`src/rtl/riscv_types.sv`:
```
// Shared types for the RV32 core pipeline sequencing logic.
// Latency: n/a (types, constants and helper functions only).
// Backpressure: n/a.
package riscv_types;

    // Hazard controller sequencing state.
    typedef enum logic {
        HZ_RUN      = 1'b0,
        HZ_MEM_WAIT = 1'b1
    } hz_state_t;

    // One bus carrying every pipeline register enable and clear.
    typedef struct packed {
        logic pc_en;
        logic if_id_en;
        logic id_exe_en;
        logic exe_mem_en;
        logic mem_wb_en;
        logic if_id_clr;
        logic id_exe_clr;
        logic exe_mem_clr;
        logic mem_wb_clr;
    } pipe_ctrl_t;

    // Architectural zero register; never a true dependency.
    localparam logic [4:0] REG_X0 = 5'd0;

    // Normal flow: everything advances, nothing cleared.
    localparam pipe_ctrl_t PIPE_RUN = '{
        pc_en: 1'b1, if_id_en: 1'b1, id_exe_en: 1'b1, exe_mem_en: 1'b1, mem_wb_en: 1'b1,
        if_id_clr: 1'b0, id_exe_clr: 1'b0, exe_mem_clr: 1'b0, mem_wb_clr: 1'b0
    };

    // Reset: keep clocking so every stage fills with bubbles.
    localparam pipe_ctrl_t PIPE_RESET = '{
        pc_en: 1'b1, if_id_en: 1'b1, id_exe_en: 1'b1, exe_mem_en: 1'b1, mem_wb_en: 1'b1,
        if_id_clr: 1'b1, id_exe_clr: 1'b1, exe_mem_clr: 1'b1, mem_wb_clr: 1'b1
    };

    // Memory wait: freeze PC..EXE/MEM, push a bubble into WB.
    localparam pipe_ctrl_t PIPE_MEM_WAIT = '{
        pc_en: 1'b0, if_id_en: 1'b0, id_exe_en: 1'b0, exe_mem_en: 1'b0, mem_wb_en: 1'b1,
        if_id_clr: 1'b0, id_exe_clr: 1'b0, exe_mem_clr: 1'b0, mem_wb_clr: 1'b1
    };

    // Taken branch/jump: squash the three younger instructions.
    localparam pipe_ctrl_t PIPE_FLUSH = '{
        pc_en: 1'b1, if_id_en: 1'b1, id_exe_en: 1'b1, exe_mem_en: 1'b1, mem_wb_en: 1'b1,
        if_id_clr: 1'b1, id_exe_clr: 1'b1, exe_mem_clr: 1'b1, mem_wb_clr: 1'b0
    };

    // Load-use: hold PC and IF/ID, insert one bubble into EXE.
    localparam pipe_ctrl_t PIPE_LOAD_USE = '{
        pc_en: 1'b0, if_id_en: 1'b0, id_exe_en: 1'b1, exe_mem_en: 1'b1, mem_wb_en: 1'b1,
        if_id_clr: 1'b0, id_exe_clr: 1'b1, exe_mem_clr: 1'b0, mem_wb_clr: 1'b0
    };

    // True when a source operand is actually read and names the given register.
    function automatic logic reg_match(input logic uses, input logic [4:0] rs, input logic [4:0] rd);
        return uses && (rs == rd);
    endfunction

endpackage

```
`src/rtl/sat_counter.sv`:
```
// Saturating event counter: counts cycles with inc high, sticks at all-ones.
// Latency: count reflects an increment one cycle after inc.
// Backpressure: none; synchronous active-high reset clears to zero.
module sat_counter #(
    parameter int W = 32
) (
    input  logic         clk,
    input  logic         reset,
    input  logic         inc,
    output logic [W-1:0] count
);

    // Increment on request unless already at the maximum value.
    always_ff @(posedge clk) begin
        if (reset) begin
            count <= '0;
        end else if (inc && (count != {W{1'b1}})) begin
            count <= count + W'(1);
        end
    end

endmodule

```
`src/rtl/pipeline_hazard_ctrl.sv`:
```
// Pipeline sequencing: stage enables/clears from load-use, MEM-resolved branches and dmem waits.
// Latency: enables/clears combinational (same cycle); bus_err, counters and FSM registered.
// Backpressure: dmem_ready low freezes PC..EXE/MEM; watchdog forces release after MAX_WAIT cycles.
module pipeline_hazard_ctrl
    import riscv_types::*;
#(
    parameter int MAX_WAIT = 16,
    parameter int CNT_W    = 32
) (
    input  logic             clk,
    input  logic             reset,
    input  logic [4:0]       rs1_id,
    input  logic [4:0]       rs2_id,
    input  logic             uses_rs1_id,
    input  logic             uses_rs2_id,
    input  logic [4:0]       rd_exe,
    input  logic             mem_to_reg_exe,
    input  logic             pc_sel_mem,
    input  logic             dmem_req_mem,
    input  logic             dmem_ready,
    output logic             pc_reg_en,
    output logic             if_id_reg_en,
    output logic             id_exe_reg_en,
    output logic             exe_mem_reg_en,
    output logic             mem_wb_reg_en,
    output logic             if_id_reg_clr,
    output logic             id_exe_reg_clr,
    output logic             exe_mem_reg_clr,
    output logic             mem_wb_reg_clr,
    output logic             bus_err,
    output logic [CNT_W-1:0] stall_cnt,
    output logic [CNT_W-1:0] flush_cnt
);

    // Wide enough to hold MAX_WAIT itself.
    localparam int WAIT_W = $clog2(MAX_WAIT + 1);
    // Counter value on the last permitted wait cycle; the watchdog fires here.
    localparam logic [WAIT_W-1:0] WAIT_LAST = WAIT_W'(MAX_WAIT - 1);

    hz_state_t         state;
    hz_state_t         state_nxt;
    logic [WAIT_W-1:0] wait_cnt;
    logic [WAIT_W-1:0] wait_cnt_nxt;
    logic              bus_err_nxt;

    logic              timeout;
    logic              mem_wait;
    logic              load_use;
    logic              flush_apply;
    logic              stall_inc;
    pipe_ctrl_t        ctrl;

    // Watchdog: on the last permitted cycle the access is treated as complete.
    assign timeout  = (state == HZ_MEM_WAIT) && (wait_cnt == WAIT_LAST);
    assign mem_wait = dmem_req_mem && !dmem_ready && !timeout;

    // A load in EXE whose result the ID instruction needs; x0 is never a dependency.
    assign load_use = mem_to_reg_exe && (rd_exe != REG_X0) &&
                      (reg_match(uses_rs1_id, rs1_id, rd_exe) ||
                       reg_match(uses_rs2_id, rs2_id, rd_exe));

    // Select the pipeline control pattern; mem_wait outranks flush, flush outranks load-use.
    always_comb begin
        ctrl = PIPE_RUN;
        if (reset) begin
            ctrl = PIPE_RESET;
        end else if (mem_wait) begin
            // Frozen stages hold any pending branch or load-use until release.
            ctrl = PIPE_MEM_WAIT;
        end else if (pc_sel_mem) begin
            // The hazarding instructions are being squashed, so load-use is moot.
            ctrl = PIPE_FLUSH;
        end else if (load_use) begin
            ctrl = PIPE_LOAD_USE;
        end
    end

    assign pc_reg_en       = ctrl.pc_en;
    assign if_id_reg_en    = ctrl.if_id_en;
    assign id_exe_reg_en   = ctrl.id_exe_en;
    assign exe_mem_reg_en  = ctrl.exe_mem_en;
    assign mem_wb_reg_en   = ctrl.mem_wb_en;
    assign if_id_reg_clr   = ctrl.if_id_clr;
    assign id_exe_reg_clr  = ctrl.id_exe_clr;
    assign exe_mem_reg_clr = ctrl.exe_mem_clr;
    assign mem_wb_reg_clr  = ctrl.mem_wb_clr;

    // Memory-wait FSM next state: track wait length, flag a bus error on watchdog release.
    always_comb begin
        state_nxt    = state;
        wait_cnt_nxt = wait_cnt;
        bus_err_nxt  = 1'b0;
        case (state)
            HZ_RUN: begin
                // Ready in the entry cycle never reaches here: mem_wait is already low.
                if (mem_wait) begin
                    state_nxt    = HZ_MEM_WAIT;
                    wait_cnt_nxt = WAIT_W'(1);
                end
            end
            HZ_MEM_WAIT: begin
                if (mem_wait) begin
                    wait_cnt_nxt = wait_cnt + WAIT_W'(1);
                end else begin
                    state_nxt    = HZ_RUN;
                    wait_cnt_nxt = '0;
                    // Only a forced release is an error; real ready on the last cycle is fine.
                    bus_err_nxt  = timeout && dmem_req_mem && !dmem_ready;
                end
            end
            default: begin
                state_nxt    = HZ_RUN;
                wait_cnt_nxt = '0;
            end
        endcase
    end

    // FSM state, wait counter and one-cycle bus error pulse; reset aborts any wait silently.
    always_ff @(posedge clk) begin
        if (reset) begin
            state    <= HZ_RUN;
            wait_cnt <= '0;
            bus_err  <= 1'b0;
        end else begin
            state    <= state_nxt;
            wait_cnt <= wait_cnt_nxt;
            bus_err  <= bus_err_nxt;
        end
    end

    // A flush counts only when it actually takes effect, i.e. not deferred by a wait.
    assign flush_apply = !reset && pc_sel_mem && !mem_wait;
    assign stall_inc   = !reset && !ctrl.pc_en;

    sat_counter #(
        .W(CNT_W)
    ) u_stall_cnt (
        .clk   (clk),
        .reset (reset),
        .inc   (stall_inc),
        .count (stall_cnt)
    );

    sat_counter #(
        .W(CNT_W)
    ) u_flush_cnt (
        .clk   (clk),
        .reset (reset),
        .inc   (flush_apply),
        .count (flush_cnt)
    );

endmodule

```
`config.mk`:
```
export PLATFORM = sky130hd
export DESIGN_NAME = pipeline_hazard_ctrl
export DESIGN_NICKNAME = d
export VERILOG_FILES = /design/src/rtl/riscv_types.sv /design/src/rtl/sat_counter.sv /design/src/rtl/pipeline_hazard_ctrl.sv
export SDC_FILE = /design/constraint.sdc
export NUM_CORES = 1
export LEC_CHECK = 0
export BUFFER_PORTS_ARGS = -buffer_cell sky130_fd_sc_hd__buf_2
export CAP_MARGIN = 10
export CELL_PAD_IN_SITES_DETAIL_PLACEMENT = 0
export CELL_PAD_IN_SITES_GLOBAL_PLACEMENT = 1
export CORE_MARGIN = 3
export CORE_UTILIZATION = 35
export CTS_CLUSTER_SIZE = 30
export DETAILED_ROUTE_END_ITERATION = 16
export PLACE_DENSITY_LB_ADDON = 0.1
export SLEW_MARGIN = 20
export SYNTH_ARGS = -nofsm -noshare
export SYNTH_HDL_FRONTEND = slang
export SYNTH_HIERARCHICAL = 1
export SYNTH_SLANG_ARGS = --single-unit
```
`constraint.sdc`:
```
create_clock -name clk -period 9 [get_ports clk]
set_input_delay 1.8 -clock clk [delete_from_list [all_inputs] [get_ports clk]]
set_output_delay 1.8 -clock clk [all_outputs]
set_load 0.02 [all_outputs]
```
* After elaboration in Yosys (flattened, before gate mapping)
Index checks and enable logic that the tools add are counted.
Storage, ports and cells: bits in registers 71, bits of input ports 23, output and inout port bits 74, logic and storage cells 45
Operators by class: $add $sub $neg 3, eq/ne operators 6, multiplexer cells 8, bitwise operators 1, reduce and logical (&&, ||, !) cells 22
Operator list (number):
- adder 32 x 1 -> 32 bit (second input constant) | 2
- inequality test 32 bit (second input constant) | 2
- 2-to-1 mux 9 bit | 4
- logical AND 1 bit | 14
- == test 5 bit | 2
- 2-to-1 mux 5 bit | 2
- case mux 5 bit (2 select lines) | 1
- adder 5 x 1 -> 5 bit (second input constant) | 1
- == test 5 x 4 -> 1 bit (second input constant) | 1
- zero test 1 bit | 5
- nonzero test 5 bit | 1
- OR reduction 3 bit | 1
- inequality test 2 bit (second input constant) | 1
- logical OR 1 bit | 1
- 2-to-1 mux 1 bit | 1
- inverter 1 bit | 1

* Longest topological paths before layout
word-level depth 11, gate-level depth with buffers 13, gate-level depth less buffers 13

* By module
Netlist, hierarchy kept.
Modules (own cells, without submodules):
- sat_counter | instances 2, cells an instance 199, area an instance 1674.1 sq um, seq. area each 640.6 sq um
- pipeline_hazard_ctrl | instances 1, cells an instance 68, area an instance 538.0 sq um, seq. area each 140.1 sq um

* Worst setup path after synthesis
OpenSTA, ideal clock, no wires.
path type input to output, from in rd_exe[1], to out pc_reg_en, arrival time 3045 ps, required time 7200 ps, path slack 4155 ps, cell stages on the path 4, path buffers 1, cells stage by stage or4_1 o21ai_0 o41a_1 buf_4
On the way: longest elaborated chain between the ends 8, elaborated cells on any way between the ends 12, those cells by class 2 x eq/ne; 4 x mux; 6 x reduce/logical
Ends and longest elaborated chain:
- from (decl) | RTL line pipeline_hazard_ctrl.sv:16 | input logic [4:0] rd_exe,
- == test 5 bit | RTL line riscv_types.sv:60 | return uses && (rs == rd);
- logical AND 1 bit | RTL line riscv_types.sv:60
- logical OR 1 bit | RTL line pipeline_hazard_ctrl.sv:59 | (reg_match(uses_rs1_id, rs1_id, rd_exe) ||
- logical AND 1 bit * | RTL line pipeline_hazard_ctrl.sv:58 | assign load_use = mem_to_reg_exe && (rd_exe != REG_X0) &&
- 2-to-1 mux 9 bit * | RTL line pipeline_hazard_ctrl.sv:73 | end else if (load_use) begin
- 2-to-1 mux 9 bit * | RTL line pipeline_hazard_ctrl.sv:70 | end else if (pc_sel_mem) begin
- 2-to-1 mux 9 bit * | RTL line pipeline_hazard_ctrl.sv:67 | end else if (mem_wait) begin
- 2-to-1 mux 9 bit * | RTL line pipeline_hazard_ctrl.sv:65 | if (reset) begin
- to (decl) | RTL line pipeline_hazard_ctrl.sv:21 | output logic pc_reg_en,
Mark *: on every way between the ends. The rest lies on a longest branch, timed or not.

* Worst setup path in the final report
from in reset, to out id_exe_reg_clr
On the way: longest elaborated chain between the ends 1
Ends and longest elaborated chain:
- from (decl) | RTL line pipeline_hazard_ctrl.sv:11 | input logic reset,
- 2-to-1 mux 9 bit | RTL line pipeline_hazard_ctrl.sv:65
- to (decl) | RTL line pipeline_hazard_ctrl.sv:27 | output logic id_exe_reg_clr,
No other way between the ends.

==> results.yml <==
status:
  outcome: "completed"
clock_tree:
  root_buffer: "clkbuf_8"
  cts_tree: "built"
  cts_buffers: 9
  post_cts_buffers: 0
  clock_sinks: 71
  cts-resized-gates: 0
  insertion_delay_ps: 360
  hold_buffers: 0
  path_clk_slew_ps: 70
  clockBufferDepth: 2
  htreeDepth: 3
worst_setup_path:
  worstSetupPathType: "in2out"
  cp_top_family: "buffers and inverters"
  path_buf_inv: 4
  cp_max_fo: 81
  end_kind: "primary output"
  cp_slowest_stage_delay_ps: 630
  path_common_cell: "buf_2"
  reg2reg_depth: 14
  crit_chain: "buf_2, buf_4, nor2_1, inv_1, o21ai_0, o31ai_1, buf_2"
  reg2reg_slack_ps: 5370
  cp_slowest_cell: "buf_4"
  crit_required_ps: 7200
  worstSetupStartpointType: "input port"
  r2r-end: "u_stall_cnt/count[31]"
  arrival_ps: 3390
  worstReg2RegStart: "wait_cnt[0]"
synth:
  synth_top_area_cell: "dfxtp_1"
  netlist_instances: 466
  synth_warnings: 6
  yosysSeqAreaShare: 0.3657
  synth_seq_cells: 71
  avgSynthCellArea_um2: 8.340
  ys_top_cells_by_area: "dfxtp_1, a21oi_1, o31ai_1"
  synth.distinct_cells: 48
  netlist_area_um2: 3886
  synth_nets: 493
  yosysTopAreaCellShare: 0.3657
  synth-edff-count: 0
  yosys-top-cells-count: "dfxtp_1, a21oi_1, nor2_1"
  async_reset_ff_frac: 0
  yosysMostFrequentCell: "dfxtp_1"
  ys.flop_type: "dfxtp_1"
route:
  first_iter_violations: 212
  remaining_drc_errors: 0
  ant_nets: 0
  routed_via_density: 5.625
  vias: 3881
  dr.pass1.iters: 4
  routed_wl_um: 10580
  detail_route.wl_per_cell_um: 15.33
floorplan:
  ios: 97
  design.core.area_um2: 10560
  die_width_um: 111.4
  std_cell_rows: 37
  initial_core_util: 0.3682
  chipHeight_um: 111.4
  die_area_um2: 12400
sta:
  fmax_ghz: 0.1926
  whs_ps: 496.9
  fin_crit_sh: 0.5769
  fin_worst_skew_ps: 9.509
  setup_viol: 0
  rsz0062_at_grt: "no"
  fin_crit_ps: 5192
  max_slew.worst_pin.slew_ps: 853.1
  hold_viol: 0
  max-slew-margin-rel: 0.4313
  fin_setup_tns_ps: 0
  report.final.slew_viol_count: 0
final_layout:
  nNetsFinal: 576
  final_core_util: 0.4410
  area_delta_synth_final_pct: 19.77
  n_fill_cell: 1074
  regArea_um2: 1421
  n_antenna_cell: 0
  final_area_um2: 4654
  multiInputGateArea_um2: 2332
  drive_gt1_frac: 0.2401
power_and_ir_drop:
  p_leak_nw: 1.677
  power.density_nw_per_um2: 129.7
  finalPower_w: 0.0006038
  peakVddDrop_uv: 78.41
grt:
  overflow: 0
  grt_pass1_wl_um: 18050
  antenna_found_initial: 0
  grt_pass1_vias: 3673
  grt_max_degree: 82
  grt.total_usage: 0.1750
hold_path:
  hold_path_end: "wait_cnt[3]"
  min_from: "wait_cnt[3]"
  whs_path_depth: 2
  hp-class: "reg2reg"
place:
  gp_congestion: 0.7814
  dp_hpwl_um: 7520
  dpl_cell_area_um2: 4451
  numPortBuffers: 95
flow_run:
  maxCapViolations: 0
[metal layers]
| metal | wire, um | vias to the layer above | track usage | share of wire |
|---|---|---|---|---|
| met2 | 4607 | 110 | 0.2674 | 0.44 |
| li1 | - | 1943 | - | - |
| met4 | 187 | 0 | 0.05515 | 0.018 |
| met3 | 687 | 12 | 0.06359 | 0.065 |
| met1 | 5098 | 1816 | 0.2312 | 0.48 |
| met5 | 0 | - | 0 | 0 |
[cells by family (layout without fill, tap and decap cells)]
family	after synthesis	after routing	share of synthesized area
xor gates and xnor gates	24	24	0.05409
adders and majority gates	4	4	0.01288
other	1	1	0.0009649
buffers and inverters	35	123	0.03960
AOI/OAI and AO/OA	112	112	0.1851
and+or+nand+nor	213	213	0.3249
muxes	6	6	0.01674
DFF	71	71	0.3657
[worst max path at each step]
stage,from,endpoint,slack (ps),cells past startpoint
2_1_floorplan,rd_exe[1],pc_reg_en,4160,4
3_3_place_gp,reset,id_exe_reg_clr,3850,7
3_5_place_dp,reset,id_exe_reg_clr,3820,7
4_1_cts,reset,id_exe_reg_clr,3800,7
5_1_grt,reset,id_exe_reg_clr,3600,7
6_report,reset,id_exe_reg_clr,3810,7
[cell type report]
| class | instances | area share |
|---|---|---|
| flip-flops and latches | 71 | 0.3054 |
| multi-input cells | 360 | 0.5011 |
| clock buffers | 14 | 0.03925 |
| clock inverters | 2 | 0.002688 |
| well taps | 136 | 0.03656 |
| inverters | 8 | 0.006452 |
| repair buffers | 99 | 0.1086 |
[state kept, by name, indices dropped and copies added, names as in the netlist]
| name | cells |
|---|---|
| bus_err | 1 |
| wait_cnt | 5 |
| u_stall_cnt/count | 32 |
| state | 1 |
| u_flush_cnt/count | 32 |
[cell usage in the layout (no fill, tap or decap), types with 3 or more instances in the layout]
master and n:
buf_2 95, dfxtp_1 71, a21oi_1 47, nor2_1 37, nand3_1 27, or4_1 25
o31ai_1 25, nand2_1 22, o21ai_0 22, or3_1 21, nand4_1 20, xnor2_1 14
clkbuf_8 13, xor2_1 10, inv_1 8, and4_1 8, nor4_1 7, and3_1 7
nor2b_1 6, nor3b_1 5, nor4_2 4, ha_1 4, buf_4 4, a2111oi_0 4
nor3_1 4, nand2b_1 3
[per-stage QoR]
stage / instances / setup slack [ps]
2_1_floorplan: 466 / 4155
3_3_place_gp: 674 / 3849
3_5_place_dp: 674 / 3817
4_1_cts: 690 / 3804
5_1_grt: 690 / 3601
6_report: 690 / 3808
[where the power goes]
part | switching [W] | internal (W) | total, W
logic | 0.0000211 | 0.0000122 | 0.0000333
clock network | 0.000123 | 0.000130 | 0.000253
registers | 0.00000177 | 0.000315 | 0.000317
total | 0.000146 | 0.000458 | 0.000604
[worst min-delay path: cells and delay by family, from the launching register on]
| kind | cells | cell delay (ps) |
|---|---|---|
| AO/OA/AOI/OAI | 2 | 130 |
| flip-flops | 1 | 330 |
Power figures use the tool's default switching activity.
